===== src/rtl/sound_pkg.sv =====
// Shared types and constants for the sound sequencer: FSM state encoding,
// sound index constants, default play lengths and small mask helpers.
// No ports; imported by sound_arbiter_seq.
package sound_pkg;

  typedef enum logic [1:0] {
    IDLE = 2'd0,
    LOAD = 2'd1,
    PLAY = 2'd2,
    GAP  = 2'd3
  } snd_state_e;

  localparam logic [1:0] SND_SHOT  = 2'd0;
  localparam logic [1:0] SND_MARCH = 2'd1;
  localparam logic [1:0] SND_UFO   = 2'd2;
  localparam logic [1:0] SND_EXPL  = 2'd3;

  // Default play lengths in sound ticks
  localparam int DUR_SHOT_DEF  = 4;
  localparam int DUR_MARCH_DEF = 2;
  localparam int DUR_UFO_DEF   = 8;
  localparam int DUR_EXPL_DEF  = 16;

  function automatic logic [3:0] snd_onehot(input logic [1:0] sel);
    return 4'b0001 << sel;
  endfunction

  // Sounds that outrank sel (strictly higher index)
  function automatic logic [3:0] snd_above_mask(input logic [1:0] sel);
    logic [3:0] m;
    case (sel)
      2'd0:    m = 4'b1110;
      2'd1:    m = 4'b1100;
      2'd2:    m = 4'b1000;
      default: m = 4'b0000;
    endcase
    return m;
  endfunction

endpackage


===== src/rtl/sound_tick_prescaler.sv =====
// Free-running divider producing the slow sound tick.
// Ports: CLK, Rst (sync, active-high) in; tick out, high one cycle in every TICK_DIV.
// Latency: tick is a decode of the count register; no backpressure.
module sound_tick_prescaler #(
  parameter int TICK_DIV = 50000
) (
  input  logic CLK,
  input  logic Rst,
  output logic tick
);

  localparam int CW = (TICK_DIV > 2) ? $clog2(TICK_DIV) : 1;

  logic [CW-1:0] cnt_q;

  assign tick = (cnt_q == CW'(TICK_DIV - 1));

  always_ff @(posedge CLK) begin
    if (Rst) begin
      cnt_q <= '0;
    end else if (tick) begin
      cnt_q <= '0;
    end else begin
      cnt_q <= cnt_q + CW'(1);
    end
  end

endmodule


===== src/rtl/sound_arbiter_seq.sv =====
// Shares one tone generator among shot/march/UFO/explosion: latches request
// pulses, grants by fixed priority (index 3 highest), times each sound in
// slow ticks and inserts a silent gap afterwards.
// Ports: CLK, Rst (sync, active-high), req[3:0] pulses, mute in;
//        tone_sel, tone_en, grant (one-hot), busy, done (pulse), pending out.
// Latency: request in IDLE -> tone_en two cycles later (IDLE->LOAD->PLAY).
// Build option: SND_PREEMPT_EN lets a higher-index pending sound abort PLAY.
module sound_arbiter_seq
  import sound_pkg::*;
#(
  parameter int TICK_DIV  = 50000,
  parameter int DUR_W     = 8,
  parameter int DUR0      = DUR_SHOT_DEF,
  parameter int DUR1      = DUR_MARCH_DEF,
  parameter int DUR2      = DUR_UFO_DEF,
  parameter int DUR3      = DUR_EXPL_DEF,
  parameter int GAP_TICKS = 1
) (
  input  logic       CLK,
  input  logic       Rst,
  input  logic [3:0] req,
  input  logic       mute,
  output logic [1:0] tone_sel,
  output logic       tone_en,
  output logic [3:0] grant,
  output logic       busy,
  output logic       done,
  output logic [3:0] pending
);

  logic tick;

  sound_tick_prescaler #(
    .TICK_DIV(TICK_DIV)
  ) u_prescaler (
    .CLK (CLK),
    .Rst (Rst),
    .tick(tick)
  );

  snd_state_e       state_q;
  logic [1:0]       sel_q;
  logic [3:0]       pend_q, pend_d;
  logic [DUR_W-1:0] dur_q;
  logic [DUR_W-1:0] gap_q;

  // Requests arriving this cycle already count, so IDLE reacts without an
  // extra cycle of delay through the pending register.
  logic [3:0] pend_set;
  assign pend_set = pend_q | req;

  logic [1:0] pick;
  always_comb begin
    pick = SND_SHOT;
    if (pend_q[3])      pick = SND_EXPL;
    else if (pend_q[2]) pick = SND_UFO;
    else if (pend_q[1]) pick = SND_MARCH;
  end

  logic [DUR_W-1:0] dur_raw, dur_load;
  always_comb begin
    dur_raw = DUR_W'(DUR0);
    case (pick)
      SND_MARCH: dur_raw = DUR_W'(DUR1);
      SND_UFO:   dur_raw = DUR_W'(DUR2);
      SND_EXPL:  dur_raw = DUR_W'(DUR3);
      default:   dur_raw = DUR_W'(DUR0);
    endcase
    // A zero-length sound still plays for one tick
    dur_load = (dur_raw == '0) ? DUR_W'(1) : dur_raw;
  end

  logic preempt;
`ifdef SND_PREEMPT_EN
  assign preempt = (state_q == PLAY) && |(pend_set & snd_above_mask(sel_q));
`else
  assign preempt = 1'b0;
`endif

  // Set wins over the LOAD-time clear, so a coincident request re-queues.
  assign pend_d = ((state_q == LOAD) ? (pend_q & ~snd_onehot(pick)) : pend_q) | req;

  logic play_end;
  assign play_end = (state_q == PLAY) && tick && (dur_q == DUR_W'(1)) && !preempt;

  always_ff @(posedge CLK) begin
    if (Rst) begin
      state_q <= IDLE;
      sel_q   <= '0;
      pend_q  <= '0;
      dur_q   <= '0;
      gap_q   <= '0;
    end else begin
      pend_q <= pend_d;
      case (state_q)
        IDLE: begin
          if (|pend_set) state_q <= LOAD;
        end
        LOAD: begin
          sel_q   <= pick;
          dur_q   <= dur_load;
          state_q <= PLAY;
        end
        PLAY: begin
          if (preempt) begin
            state_q <= LOAD;
          end else if (tick) begin
            if (dur_q == DUR_W'(1)) begin
              gap_q   <= DUR_W'(GAP_TICKS);
              state_q <= (GAP_TICKS == 0) ? IDLE : GAP;
            end else begin
              dur_q <= dur_q - DUR_W'(1);
            end
          end
        end
        GAP: begin
          if (tick) begin
            gap_q <= gap_q - DUR_W'(1);
            if (gap_q < DUR_W'(2)) state_q <= IDLE;
          end
        end
        default: state_q <= IDLE;
      endcase
    end
  end

  assign tone_sel = sel_q;
  assign busy     = (state_q != IDLE);
  assign grant    = (state_q == PLAY) ? snd_onehot(sel_q) : 4'b0000;
  assign tone_en  = (state_q == PLAY) && !mute;
  // Suppressed under reset so an aborted sound never reports completion
  assign done     = play_end && !Rst;
  assign pending  = pend_q;

endmodule

===== config.mk =====
export PLATFORM = sky130hd
export DESIGN_NAME = sound_arbiter_seq
export DESIGN_NICKNAME = d
export VERILOG_FILES = /design/src/rtl/sound_pkg.sv /design/src/rtl/sound_tick_prescaler.sv /design/src/rtl/sound_arbiter_seq.sv
export SDC_FILE = /design/constraint.sdc
export NUM_CORES = 1
export LEC_CHECK = 0
export ABC_AREA = 1
export CAP_MARGIN = 20
export CORE_AREA = 2 2 65 67
export DETAILED_ROUTE_END_ITERATION = 7
export DIE_AREA = 0 0 67 69
export PLACE_DENSITY = 0.83
export SETUP_SLACK_MARGIN = 0.4
export SYNTH_ARGS = -nofsm -noshare
export SYNTH_HDL_FRONTEND = slang
export SYNTH_SLANG_ARGS = --single-unit
export TNS_END_PERCENT = 100

===== constraint.sdc =====
create_clock -name CLK -period 2.8 [get_ports CLK]
set_input_delay 0.84 -clock CLK [delete_from_list [all_inputs] [get_ports CLK]]
set_output_delay 0.84 -clock CLK [all_outputs]
set_load 0.005 [all_outputs]

==> impl_summary.txt <==
----------------------------------------------------
[Routing]
  Number of detailed-routing iterations run before antenna repair ... 4
  Antenna violation net count after detailed routing ... 0
  Number of vias per cell after detailed routing ... 5.298
  DRC violations left ... 0
  1st-iter DRT viols ... 222
  Post-detailed-routing wire length ... 5306 um
  Detailed-route wire length per cell ... 12.06 um
  Vias post-DR ... 2331

[Global route]
  Global-route wire length before repair ... approximately 9000 um
  Met2 Resource Use GR ... between 40% and 50%
  Total Routing Usage GR ... between 20 and 25%
  Initial antenna violation count ... 0
  GRT Max-Usage Layer ... met2
  Pin count of the biggest net entering global routing ... 15
  Vias in the first global route ... 2117
  Met3 track demand over resource in global routing ... 5.546%
  Met1 Resource Use GR ... 30.11%
  Remaining global-route overflow ... 0

[Yosys]
  Gate count after technology mapping ... 363
  Cell types with the highest counts after synthesis ... sky130_fd_sc_hd__nand2_1, sky130_fd_sc_hd__nor2_1, sky130_fd_sc_hd__inv_1, sky130_fd_sc_hd__dfxtp_1, sky130_fd_sc_hd__a21oi_1
  Post-synth net total ... 378
  Top cell type by total area after synthesis ... sky130_fd_sc_hd__dfxtp_1
  Share of async-settable or async-resettable flops after synthesis ... 0%
  Post-synth EDFFs ... 0
  Part of the Yosys area used for sequential elements ... 33.84%
  Netlist cell types ... 30
  Post-Syn Area per Cell ... 6.518 um2
  Count leader, synth ... sky130_fd_sc_hd__nand2_1
  Cell Area, Synth ... 2366 um2
  #FFs+latches synth ... 40
  Cells taking the most area after synthesis ... sky130_fd_sc_hd__dfxtp_1, sky130_fd_sc_hd__nand2_1, sky130_fd_sc_hd__nor2_1
  Area share of the largest cell type after synthesis ... 33.84%
  Warning count from the yosys run ... 0
  Main synth FF type ... sky130_fd_sc_hd__dfxtp_1

[Floorplanning]
  Area enclosed by the die boundary ... ~4600 um2
  Number of placement rows ... 23
  I/O pin total ... 20
  DIE WIDTH ... 67 um
  Initial core utilization ... 60.45%
  Vertical die dimension ... about 69 um
  Area inside the core boundary ... 3914 um2

[Clock network]
  Inserted Clock Buffers ... 5
  CTS root buffer ... sky130_fd_sc_hd__clkbuf_8
  Clock input transition at the sequential cells of the worst setup and hold paths ... roughly 0.08 ns
  # hold bufs at CTS ... 0
  Number of sinks driven by the clock tree ... 40
  Number of H-tree levels ... 2
  Clock Path Buffers ... 2
  Clock insertion delay at the later pin of the skew report ... 0.30 ns
  Clock tree from TritonCTS ... done

[Final layout]
  Count of fill cells added during filler insertion ... 335
  Final Core Density ... 70.94%
  Number of diodes added for antenna fixing ... 0
  Fraction of final layout cells with drive strength greater than 1 ... between 10% and 20%
  Area added between synthesis and finish ... 17.35%
  Number of nets in the layout ... 404

[Critical path]
  Endpoint required time on the critical path ... 1.96 ns
  Type of the setup path with the least slack ... flip-flop to output port
  Endpoint arrival time on the critical path ... about 1.5 ns
  Kind of capture point of the worst setup path ... output port
  Highest net fanout along the worst path ... 3
  Nature of the critical path startpoint ... flip-flop

[Pwr]
  Clock network fraction of design power ... 23.3%
  Internal Dissipation ... around 1.2 mW
  Switching power share of the total ... 39.69%
  Static power due to leakage ... between 1 and 1.5 nW
  Switching Power ... just over 0.8 mW
  Power share of the combinational group ... 41.6%
  Worst ir drop on vdd ... 0.3779 mV
  Power density cells ... between 700 and 800 nW/um2
  Relative contribution of sequential cells to total power ... roughly a third

[STA]
  Min Clock Period, post-route ... 2.338 ns
  Slew at the pin with the worst max-slew slack ... 0.4632 ns
  Peak clock frequency supported by timing ... 427.8 MHz
  Number of setup violations in the final report ... 0
  Setup TNS ... 0 ns
  Tightest slew margin relative to the limit ... between 60 and 70%
  Clock skew after layout ... 0.01354 ns
  Final count of hold timing violations ... 0
  Share of the cycle needed by the critical path after routing ... 83.49%
  Slew Viols, Final ... 0
  Unrepaired setup endpoints after global routing ... yes

[Placed design]
  Post-detailed-placement half-perimeter wirelength ... 3779 um
  Port Buffer Count ... 19
  RD Place Congestion ... 0.8492

[Outcome]
  Run status ... finished clean

[Flow run]
  Max cap viols ... 0

[Min path]
  Hold crit path type ... flip-flop to flip-flop

----------------------------------------------------
==> path summary, 6_finish.rpt <==
path / end / start / cells after the start / slack [ns]
max: done / u_prescaler.cnt_q[0] / 6 / 0.46
min: u_prescaler.cnt_q[0] / u_prescaler.cnt_q[0] / 1 / 0.45
max reg2reg: u_prescaler.cnt_q[10] / u_prescaler.cnt_q[0] / 9 / 0.97
min reg2reg: u_prescaler.cnt_q[0] / u_prescaler.cnt_q[0] / 1 / 0.45
==> placed cells by master (no fill, tap or decap), types with 3 or more instances in the layout <==
cell	instances
sky130_fd_sc_hd__nand2_1	77
sky130_fd_sc_hd__dlygate4sd2_1	5
sky130_fd_sc_hd__ha_1	5
sky130_fd_sc_hd__nor3_1	8
sky130_fd_sc_hd__inv_2	7
sky130_fd_sc_hd__dfxtp_1	36
sky130_fd_sc_hd__nor2_2	6
sky130_fd_sc_hd__dfxtp_4	3
sky130_fd_sc_hd__nand4_1	5
sky130_fd_sc_hd__a21oi_1	29
sky130_fd_sc_hd__clkdlybuf4s50_1	12
sky130_fd_sc_hd__nand2_2	7
sky130_fd_sc_hd__clkbuf_8	5
sky130_fd_sc_hd__o21ai_0	14
sky130_fd_sc_hd__inv_1	46
sky130_fd_sc_hd__buf_4	6
sky130_fd_sc_hd__xor2_1	4
sky130_fd_sc_hd__nand3_1	28
sky130_fd_sc_hd__nor2_1	57
sky130_fd_sc_hd__nor2_4	3
==> layout make-up <==
class | count | area (um2) | share of cell area, %
multi-input cells | 263 | 1368 | 49.26
inverters | 54 | 202.7 | 7.301
well taps | 50 | 62.56 | 2.253
repair buffers | 25 | 219.0 | 7.886
clock inverters | 3 | 42.54 | 1.532
flip-flops and latches | 40 | 813.3 | 29.29
clock buffers | 5 | 68.82 | 2.479
==> cells by family (layout without fill, tap and decap cells) <==
family	count (synthesis)	after routing	share of synthesized area (%)
xor+xnor	6	6	2.221
buf+inv	60	87	10.05
fa+ha+maj	8	8	4.231
flops	40	40	33.84
compound gates	52	52	12.32
simple gates	197	197	37.33
==> power groups by stage <==
stage | clock [mW] | combinational (mW) | sequential, mW
3_3_place_gp | 0 | 0.794 | 0.709
4_1_cts | 0.485 | 0.828 | 0.706
6_report | 0.474 | 0.845 | 0.713
3_5_place_dp | 0 | 0.816 | 0.713
2_1_floorplan | 0 | 0.624 | 0.700
5_1_grt | 0.506 | 0.950 | 0.725
==> critical path: stages (launching register included) <==
cell and delay, ns:
sky130_fd_sc_hd__dfxtp_4 0.37, sky130_fd_sc_hd__ha_4 0.15, sky130_fd_sc_hd__nand3_4 0.10, sky130_fd_sc_hd__nor2_4 0.14, sky130_fd_sc_hd__nand4_1 0.18, sky130_fd_sc_hd__nor2_1 0.14, sky130_fd_sc_hd__clkbuf_2 0.12
==> stage by stage <==
step	hold WS (ns)	total power [mW]	setup slack, ns	cell area [um2]	instances
2_1_floorplan	0.4288	1.324	0.5906	2366	363
3_3_place_gp	0.4447	1.503	-0.05379	2606	429
3_5_place_dp	0.4572	1.529	-0.05185	2606	429
4_1_cts	0.4764	2.019	0.2449	2733	438
5_1_grt	0.4653	2.181	0.3846	2776	440
6_report	0.4516	2.032	0.4624	2776	440
==> metal layers <==
| layer | vias to the layer above | wire length (um) |
|---|---|---|
| li1 | 1209 | - |
| met1 | 1060 | 2334 |
| met2 | 52 | 2667 |
| met3 | 10 | 229 |
| met4 | 0 | 74 |
| met5 | - | 0 |
==> sequential cells by signal (all words and copies together) (netlist names) <==
register / cells
gap_q: 8
dur_q: 8
tone_sel: 2
state_q: 2
u_prescaler.cnt_q: 16
pending: 4
==> what timing repair did <==
action / CTS / global route
pin swaps: 1 / 3
setup endpoints to repair: 7 / 3
setup buffers: 1 / 2
resized for setup: 14 / 14
Note: power is estimated with default switching activity, not from simulation.
